`config.mk`:
```
export PLATFORM = sky130hd
export DESIGN_NAME = lc4_divider_iter
export DESIGN_NICKNAME = d
export VERILOG_FILES = /design/src/rtl/lc4_divider_iter.sv
export SDC_FILE = /design/constraint.sdc
export NUM_CORES = 1
export LEC_CHECK = 0
export CAP_MARGIN = 15
export CORE_MARGIN = 1.5
export CORE_UTILIZATION = 54
export CTS_CLUSTER_DIAMETER = 200
export DETAILED_ROUTE_END_ITERATION = 8
export PLACE_DENSITY = 0.9
export SLEW_MARGIN = 20
export SYNTH_ARGS = -nofsm -noshare
export SYNTH_HDL_FRONTEND = slang
export SYNTH_SLANG_ARGS = --single-unit
```
`constraint.sdc`:
```
create_clock -name clk -period 3.3 [get_ports clk]
set_input_delay 0.495 -clock clk [delete_from_list [all_inputs] [get_ports clk]]
set_output_delay 0.495 -clock clk [all_outputs]
set_load 0.03 [all_outputs]
```
`src/rtl/lc4_divider_iter.sv`:
```
// Iterative 16-bit unsigned restoring divider for the LC4 DIV/MOD instructions.
// One quotient bit per clock, 16 clocks per operation, back-to-back issue from DONE.
module lc4_divider_iter (
  input  logic        clk,
  input  logic        rst,
  input  logic        i_start,
  input  logic [15:0] i_dividend,
  input  logic [15:0] i_divisor,
  output logic        o_ready,
  output logic        o_busy,
  output logic        o_valid,
  output logic [15:0] o_quotient,
  output logic [15:0] o_remainder
);

  typedef enum logic [1:0] {
    IDLE = 2'd0,
    RUN  = 2'd1,
    DONE = 2'd2
  } state_t;

  state_t      state_q, state_d;
  logic [3:0]  cnt_q, cnt_d;
  logic [15:0] dvd_q, dvd_d;
  logic [15:0] dsr_q, dsr_d;
  logic [15:0] rem_q, rem_d;
  logic [15:0] quo_q, quo_d;
  logic [15:0] rmd_q, rmd_d;

  logic        accept;
  logic        last_step;
  logic [16:0] rem_shift;
  logic [16:0] diff;
  logic        qbit;
  logic [15:0] rem_step;
  logic [15:0] dvd_step;

  assign accept    = i_start && o_ready;
  assign last_step = (state_q == RUN) && (cnt_q == 4'd15);

  // State register
  always_ff @(posedge clk) begin
    if (rst) begin
      state_q <= IDLE;
    end else begin
      state_q <= state_d;
    end
  end

  // Next-state logic
  always_comb begin
    state_d = state_q;
    case (state_q)
      IDLE:    if (i_start) state_d = RUN;
      RUN:     if (cnt_q == 4'd15) state_d = DONE;
      DONE:    state_d = i_start ? RUN : IDLE;
      default: state_d = IDLE;
    endcase
  end

  // Output logic
  always_comb begin
    o_ready = (state_q != RUN);
    o_busy  = (state_q == RUN);
    o_valid = (state_q == DONE);
  end

  // The shifted partial remainder can reach 17 bits; the compare and subtract
  // are done at that width so the borrow bit alone decides the quotient bit.
  always_comb begin
    rem_shift = {rem_q, dvd_q[15]};
    diff      = rem_shift - {1'b0, dsr_q};
    qbit      = ~diff[16];
    rem_step  = qbit ? diff[15:0] : rem_shift[15:0];
    dvd_step  = {dvd_q[14:0], qbit};
  end

  // Quotient bits shift into the dividend register as dividend bits shift out.
  always_comb begin
    cnt_d = cnt_q;
    dvd_d = dvd_q;
    dsr_d = dsr_q;
    rem_d = rem_q;
    quo_d = quo_q;
    rmd_d = rmd_q;
    if (accept) begin
      cnt_d = 4'd0;
      dvd_d = i_dividend;
      dsr_d = i_divisor;
      rem_d = 16'd0;
    end else if (state_q == RUN) begin
      cnt_d = cnt_q + 4'd1;
      dvd_d = dvd_step;
      rem_d = rem_step;
      if (last_step) begin
        // Division by zero reports 0/0 rather than the raw all-ones quotient.
        quo_d = (dsr_q == 16'd0) ? 16'd0 : dvd_step;
        rmd_d = (dsr_q == 16'd0) ? 16'd0 : rem_step;
      end
    end
  end

  always_ff @(posedge clk) begin
    if (rst) begin
      cnt_q <= 4'd0;
      dvd_q <= 16'd0;
      dsr_q <= 16'd0;
      rem_q <= 16'd0;
      quo_q <= 16'd0;
      rmd_q <= 16'd0;
    end else begin
      cnt_q <= cnt_d;
      dvd_q <= dvd_d;
      dsr_q <= dsr_d;
      rem_q <= rem_d;
      quo_q <= quo_d;
      rmd_q <= rmd_d;
    end
  end

  assign o_quotient  = quo_q;
  assign o_remainder = rmd_q;

endmodule

```
-- Yosys cells after proc, flatten, opt, wreduce, memory -nomap -nowiden
Cells that the tools add are included.
- $add $sub $neg: 2
- eq/ne operators: 6
- multiplexer cells: 9
- bitwise gates (word level): 2
- reduce and logical (&&, ||, !) cells: 8
- operator list (cell ; number):
    two-way mux 16 bit ; 5
    subtractor 17 x 16 -> 17 bit ; 1
    logical NOT 16 bit ; 1
    one-hot mux 2 bit (3 select lines) ; 1
    adder 4 x 1 -> 4 bit, second input constant ; 1
    equality test 4 bit, second input constant ; 1
    two-way mux 2 bit ; 2
    != test 2 x 1 -> 1 bit, second input constant ; 2
    AND reduction 3 bit ; 1
    equality test 2 x 1 -> 1 bit, second input constant ; 1
    equality test 2 bit, second input constant ; 1
    logical AND 1 bit ; 2
    logical NOT 2 bit ; 1
    != test 2 bit, second input constant ; 1
    NOT 1 bit ; 2
    AND reduction 2 bit ; 1
    nonzero test 2 bit ; 1
    OR reduction 2 bit ; 1
    two-way mux 1 bit ; 1
- flip-flop bits (word level): 86
- input bits: 35
- output and inout bits: 35
- logic and storage cells: 34

-- Longest topological paths before layout
Gate-level depths: netlist (run 1).
- depth in word-level cells: 4
- depth in mapped cells: 11
- gate-level depth less buffers: 10

-- Least setup slack after synthesis (run 1)
No wires, ideal clock.
- path kind: register to register
- start point: register dvd_q[15]
- end point: register rmd_q[11], in the netlist o_remainder[11]
- library setup time: 0.124 ns
- data arrival time: 2.430 ns
- data required time: 3.176 ns
- slack: 0.746 ns
- cell stages (with the launch flop): 12
- buffers on the path: 1
- clock period less this slack: 2.554 ns
- cells stage by stage: dfxtp_1 -> inv_1 -> ha_1 -> fa_1 -> nand2b_1 -> a21o_1 -> o21ba_2 -> o21ai_4 -> xnor2_4 -> buf_12 -> mux2i_1 -> o21ai_1
- longest elaborated chain between the ends: 3
- RTL lines (what ; line ; text):
    from (decl) ; 24 ; logic [15:0] dvd_q, dvd_d;
    from (signal assigned) ; 113 ; dvd_q <= dvd_d;
    subtractor 17 x 16 -> 17 bit ; 72 ; diff = rem_shift - {1'b0, dsr_q};
    two-way mux 16 bit ; 74 ; rem_step = qbit ? diff[15:0] : rem_shift[15:0];
    two-way mux 16 bit ; 98 ; rmd_d = (dsr_q == 16'd0) ? 16'd0 : rem_step;
    to (signal assigned) ; 117 ; rmd_q <= rmd_d;
    to (decl) ; 28 ; logic [15:0] rmd_q, rmd_d;
No other way between the ends.
A chain may end at the register's enable or synchronous reset.

-- Worst setup path after layout (run 1)
- start point: register dvd_q[15]
- end point: register rem_q[14]
- longest elaborated chain between the ends: 2
- RTL lines (what ; line ; text):
    subtractor 17 x 16 -> 17 bit ; 72 ;
    two-way mux 16 bit ; 74 ;
    to (signal assigned) ; 115 ; rem_q <= rem_d;
    to (decl) ; 26 ; logic [15:0] rem_q, rem_d;
No other way between the ends.

==> results of run 1 <==
-- critical path: cells and delay by family (launching register included) --
kind	cells	cell delay, ns
adders and majority gates	2	0.62
muxes	1	0.37
and+or+nand+nor	1	0.18
DFF	1	0.34
xor gates and xnor gates	1	0.15
AOI/OAI and AO/OA	4	0.85
buffers and inverters	2	0.26
-- cell type report --
type,count,area (um2),share of cell area
clock inverters,7,73.8,0.0141
multi-input cells,364,2330,0.446
flip-flops and latches,86,1720,0.329
repair buffers,80,768,0.147
clock buffers,9,124,0.0237
well taps,102,128,0.0244
inverters,23,86.3,0.0165
-- registers in the layout, summed over array words and instances, names as in the netlist --
name,count
dsr_q,16
dvd_q,16
o_quotient,16
o_remainder,16
rem_q,16
cnt_q,4
state_q,2
-- logic make-up (layout without fill, tap and decap cells) --
| family | count (synthesis) | after routing | synth area share |
|---|---|---|---|
| compound gates | 149 | 149 | 0.227 |
| xor+xnor | 15 | 15 | 0.0349 |
| fa+ha+maj | 18 | 18 | 0.0541 |
| buf+inv | 55 | 119 | 0.0570 |
| flops | 86 | 86 | 0.400 |
| mux | 31 | 31 | 0.0742 |
| simple gates | 151 | 151 | 0.153 |
-- final timing paths --
| path | start | to | slack (ns) | depth (start not counted) |
|---|---|---|---|---|
| setup / recovery | dvd_q[15]$_SDFFE_PP0P_ | rem_q[14]$_SDFFE_PP0P_ | 0.45 | 11 |
| hold / removal | rst | dsr_q[5]$_SDFFE_PP0P_ | 0.35 | 2 |
| setup reg to reg | dvd_q[15]$_SDFFE_PP0P_ | rem_q[14]$_SDFFE_PP0P_ | 0.45 | 11 |
| hold reg to reg | o_remainder[6]$_SDFFE_PP0P_ | o_remainder[6]$_SDFFE_PP0P_ | 0.45 | 2 |
-- per-layer routing --
layer / global-route usage / up-vias / routed length (um)
met5: 0 / - / 0
met3: 0.0821 / 30 / 728
met4: 0.114 / 0 / 300
met1: 0.316 / 1819 / 4660
li1: - / 1896 / -
met2: 0.433 / 122 / 5020
-- stage by stage --
step	util	cells	cell area, um2	total power [mW]
after CTS	0.678	671	5240	2.64
final	0.678	671	5240	2.65
after global routing	0.678	671	5240	2.77
after global placement	0.652	655	5040	1.89
after floorplan	-	505	4300	1.75
after detailed placement	0.652	655	5040	1.91
-- layout by cell type (no fill, tap or decap), types with 2 or more instances in the layout --
cell / Yosys / routed
clkdlybuf4s50_1: 0 / 68
a32oi_1: 2 / 2
clkbuf_8: 0 / 9
inv_6: 0 / 2
nor2b_1: 5 / 5
nor2_1: 48 / 48
xor2_1: 7 / 7
o211ai_1: 6 / 6
o21bai_1: 2 / 2
xnor2_1: 7 / 7
nand2_1: 64 / 64
clkinv_4: 0 / 2
o21a_1: 3 / 3
inv_1: 23 / 23
buf_4: 2 / 11
ha_1: 17 / 17
a22oi_1: 17 / 17
nand3_1: 11 / 11
dfxtp_1: 86 / 86
o21ai_1: 10 / 10
o21ai_0: 26 / 26
nand2b_1: 7 / 7
nor3_1: 2 / 2
a211oi_1: 16 / 16
inv_8: 0 / 2
mux2_2: 3 / 3
a21oi_1: 48 / 48
nor4_1: 2 / 2
and3_2: 3 / 3
nand4_1: 4 / 4
mux2i_1: 27 / 27
-- power by group through the flow --
stage          sequential [mW]  combinational (mW)  clock (mW)
2_1_floorplan             1.13               0.614           0
6_report                  1.13               0.781       0.740
3_5_place_dp              1.15               0.765           0
4_1_cts                   1.12               0.769       0.749
5_1_grt                   1.13               0.845       0.793
3_3_place_gp              1.15               0.746           0
==> results.py, run 1 <==
metrics = {
    "run_status": {
        "status": "completed",
    },
    "setup_path": {
        "arrival_ns": 3.16,
        "cp.required_ns": 3.61,
        "cpMaxStageDelayCell": "fa_1",
        "max_stage_delay_ns": 0.40,
        "critPathMaxFanout": 8,
        "critPathCaptureType": "register",
        "critPathKind": "register to register",
        "path_cells": "inv_1 -> ha_1 -> fa_1 -> nand2b_1 -> a21o_1 -> o21ba_2 -> o21ai_4 -> xnor2_4 -> buf_4 -> mux2_2 -> a21oi_1",
        "start_kind": "register",
    },
    "power": {
        "power.density_nw_per_um2": 506,
        "leakage_nw": 2.02,
        "p_clk_frac": 0.280,
        "pwr-share-comb": 0.295,
        "p_switching_mw": 0.923,
        "p_sw_frac": 0.349,
        "p_int_mw": 1.72,
        "seq_power_share": 0.425,
        "ir_drop_mv": 0.282,
    },
    "yosys": {
        "yosys_register_bits": 86,
        "ys.warnings.count": 0,
        "netlist_top_cells_area": "dfxtp_1 (40%), mux2i_1 (6.3%), a21oi_1 (5.6%)",
        "synth_area_leader_cell": "dfxtp_1",
        "synth-async-reset-ratio": 0,
        "synthMostInstantiatedCell": "dfxtp_1",
        "synth-seq-area-share": 0.400,
        "synth_top_area_share": 0.400,
        "synthesis.nets": 558,
        "netlist_area_um2": 4300,
        "netlist_instances": 505,
        "synth_flop_cell": "dfxtp_1",
        "synth_edf_count": 0,
        "yosys-top-cells-count": "dfxtp_1 (86), nand2_1 (64), a21oi_1 (48), nor2_1 (48), mux2i_1 (27)",
        "synth.distinct_cells": 58,
        "syn_area_per_cell_um2": 8.52,
    },
    "timing": {
        "rsz0062_at_grt": "false",
        "hold_violations": 0,
        "max_freq_mhz": 351,
        "fin_ws_ns": 0.455,
        "period_minus_slack_ns": 2.85,
        "slew_violations": 0,
        "clock_skew_ns": 0.0154,
        "setup_tns_ns": 0,
        "whs_ns": 0.353,
        "period_share": 0.862,
        "worst_pin_slew_ns": 0.649,
        "maxSlewHeadroom": 0.567,
        "setup_violations": 0,
    },
    "cells_and_area": {
        "n_antenna_cell": 0,
        "layout-drive-gt1-share": 0.0826,
        "finalNetCount": 617,
        "area_growth_pct": 21.7,
        "fillers": 608,
    },
    "hold_path": {
        "hp-class": "input port to register",
    },
    "placed_design": {
        "gp_congestion": 0.924,
        "detailed_place_hpwl_um": 7740,
        "dpl_worst_slack_ns": 0.504,
        "port_buffers": 69,
    },
    "clock_tree": {
        "post_cts_buffers": 0,
        "cts_tree": "yes",
        "clock-sinks": 86,
        "h-tree-depth": 3,
        "clockRootBuffer": "clkbuf_8",
        "postCtsResizedCells": 0,
        "cts_buffer_depth": 2,
        "clkSlewWorstSetupHoldPaths_ns": 0.10,
        "cts_buffers": 9,
        "hold_buffers": 0,
        "clk-insertion-delay-late_ns": 0.38,
    },
    "global_routing": {
        "grt_pass1_wl_um": 17700,
        "track_usage": 0.263,
        "grt_max_degree": 51,
        "overflow": 0,
        "antenna_found_initial": 0,
        "grt_pass1_vias": 3758,
    },
    "drt": {
        "drt-vias-per-instance": 5.76,
        "dr.pass1.iters": 4,
        "vias": 3867,
        "drc": 0,
        "avgRoutedWirePerCell_um": 15.9,
        "final_antenna_net_count": 0,
        "wl_um": 10700,
        "drtIter0Drc": 173,
    },
    "die": {
        "initial_core_util": 0.557,
        "chipHeight_um": 92.3,
        "ioPinCount": 70,
        "die_x_um": 92.3,
        "die_area_um2": 8510,
        "num_rows": 32,
        "core_area_um2": 7730,
    },
    "run": {
        "drv_cap": 0,
    },
}
Note: power is estimated with default switching activity, not from simulation.
==> run 2: changes to the inputs <==
--- a/config.mk
+++ b/config.mk
@@ -6,7 +6,7 @@
 export NUM_CORES = 1
 export LEC_CHECK = 0
 export CAP_MARGIN = 15
-export CORE_MARGIN = 1.5
+export CORE_MARGIN = 3
 export CORE_UTILIZATION = 54
 export CTS_CLUSTER_DIAMETER = 200
 export DETAILED_ROUTE_END_ITERATION = 8
==> run 2 against run 1 <==
Compared with the run above:
- die area grew 6.6%
- setup slack lost 0.11 ns
- register-to-register slack worse by 0.11 ns
- design area shrank 0.22%
- final cell count down 0.45%
- hold slack better by 0.10 ns
- routed wire length increased by 0.93%
- maximum frequency is 3.8% lower
- total power fell by 0.83%
==> results.py, run 2 (synthesis gave the netlist of run 1 again) <==
metrics = {
    "timing": {
        "fin_ws_ns": 0.341,
        "period_share": 0.897,
        "setup_tns_ns": 0,
        "hold_violations": 0,
        "maxSlewHeadroom": 0.549,
        "rsz0062_at_grt": "false",
        "clock_skew_ns": 0.0127,
        "max_freq_mhz": 338,
        "worst_pin_slew_ns": 0.673,
        "period_minus_slack_ns": 2.96,
        "setup_violations": 0,
        "slew_violations": 0,
    },
    "clock_tree": {
        "hold_buffers": 0,
        "cts_buffers": 9,
        "h-tree-depth": 3,
        "cts_tree": "yes",
        "clk-insertion-delay-late_ns": 0.37,
        "clkSlewWorstSetupHoldPaths_ns": 0.10,
        "post_cts_buffers": 0,
        "cts_buffer_depth": 2,
        "clock-sinks": 86,
        "clockRootBuffer": "clkbuf_8",
        "postCtsResizedCells": 0,
    },
    "drt": {
        "dr.pass1.iters": 5,
        "final_antenna_net_count": 0,
        "vias": 3882,
        "drt-vias-per-instance": 5.81,
        "drtIter0Drc": 232,
        "drc": 0,
        "wl_um": 10800,
        "avgRoutedWirePerCell_um": 16.2,
    },
    "cells_and_area": {
        "fillers": 571,
        "finish.instance_area_um2": 5230,
        "area_growth_pct": 21.5,
        "final_cell_mix": "dfxtp_1 (86), clkdlybuf4s50_1 (68), nand2_1 (64)",
        "finalNetCount": 617,
        "utilization": 0.698,
        "layout-drive-gt1-share": 0.0844,
        "ff_latch_area_um2": 1720,
        "multi_input_area_um2": 2340,
        "final_common_cell": "dfxtp_1",
        "n_antenna_cell": 0,
    },
    "die": {
        "core_area_um2": 7490,
        "die_x_um": 95.3,
        "ioPinCount": 70,
        "num_rows": 31,
        "chipHeight_um": 95.3,
        "die_area_um2": 9070,
        "initial_core_util": 0.575,
    },
    "setup_path": {
        "critPathMaxFanout": 7,
        "cp.required_ns": 3.60,
        "start_kind": "register",
        "critPathKind": "register to register",
        "arrival_ns": 3.26,
        "reg2reg_depth": 11,
        "critPathCaptureType": "register",
    },
    "run_status": {
        "status": "completed",
    },
    "placed_design": {
        "dpl_worst_slack_ns": 0.406,
        "detailed_place_hpwl_um": 7840,
        "port_buffers": 69,
        "place_area_um2": 5030,
        "gp_congestion": 0.948,
    },
    "hold_path": {
        "min_path_cells": 2,
        "hp-class": "register to register",
    },
    "power": {
        "ir_drop_mv": 0.289,
        "leakage_nw": 2.01,
        "power.density_nw_per_um2": 502,
    },
    "global_routing": {
        "overflow": 0,
        "grt_pass1_wl_um": 17900,
        "track_usage": 0.252,
        "antenna_found_initial": 0,
        "grt_pass1_vias": 3760,
        "grt_max_degree": 55,
    },
    "run": {
        "drv_cap": 0,
    },
}
run 2: cell types whose count changed in the layout (fill, tap and decap cells not counted), sizes merged:
cell,before,now
clkinv,3,1
clkinvlp,0,2
run 2: stage by stage:
stage | std cells | hold slack [ns] | power (mW)
2_1_floorplan | 505 | 0.436 | 1.75
3_3_place_gp | 652 | 0.435 | 1.89
3_5_place_dp | 652 | 0.442 | 1.92
4_1_cts | 668 | 0.459 | 2.62
5_1_grt | 668 | 0.483 | 2.75
6_report | 668 | 0.454 | 2.63
run 2: power by group:
| part | total (mW) | switching, mW | leakage [nW] | internal (mW) |
|---|---|---|---|---|
| Sequential | 1.13 | 0.0429 | 0.701 | 1.08 |
| Clock | 0.716 | 0.426 | 0.0903 | 0.290 |
| Combinational | 0.782 | 0.441 | 1.22 | 0.341 |
run 2: worst paths after layout:
path	startpoint	to	slack, ns
worst max register to register	dvd_q[15]$_SDFFE_PP0P_	rem_q[1]$_SDFFE_PP0P_	0.34
worst min register to register	o_remainder[7]$_SDFFE_PP0P_	o_remainder[7]$_SDFFE_PP0P_	0.45
worst min-delay path	o_remainder[7]$_SDFFE_PP0P_	o_remainder[7]$_SDFFE_PP0P_	0.45
worst max-delay path	dvd_q[15]$_SDFFE_PP0P_	rem_q[1]$_SDFFE_PP0P_	0.34
run 2: per-layer routing:
layer,track usage,routed length (um),up-vias
met5,0,0,-
met4,0.0950,220,0
met3,0.0616,812,21
met2,0.426,5200,122
met1,0.309,4560,1849
li1,-,-,1890
run 2: area by class of cell:
type | instances | area share
clock buffer | 9 | 0.0237
clock inverter | 7 | 0.0122
inverter | 23 | 0.0165
multi-input combinational | 364 | 0.447
sequential | 86 | 0.330
tap | 99 | 0.0237
timing repair buffer | 80 | 0.147
run 2: worst max-delay path, cell delays in order, from the launching register on:
cell and delay [ns]:
dfxtp_1 0.34, inv_1 0.07, ha_1 0.23, fa_1 0.41
nand2b_1 0.18, a21o_1 0.22, o21ba_2 0.25, o21ai_4 0.25
xnor2_4 0.21, buf_4 0.24, mux2_2 0.36, o21ai_1 0.13
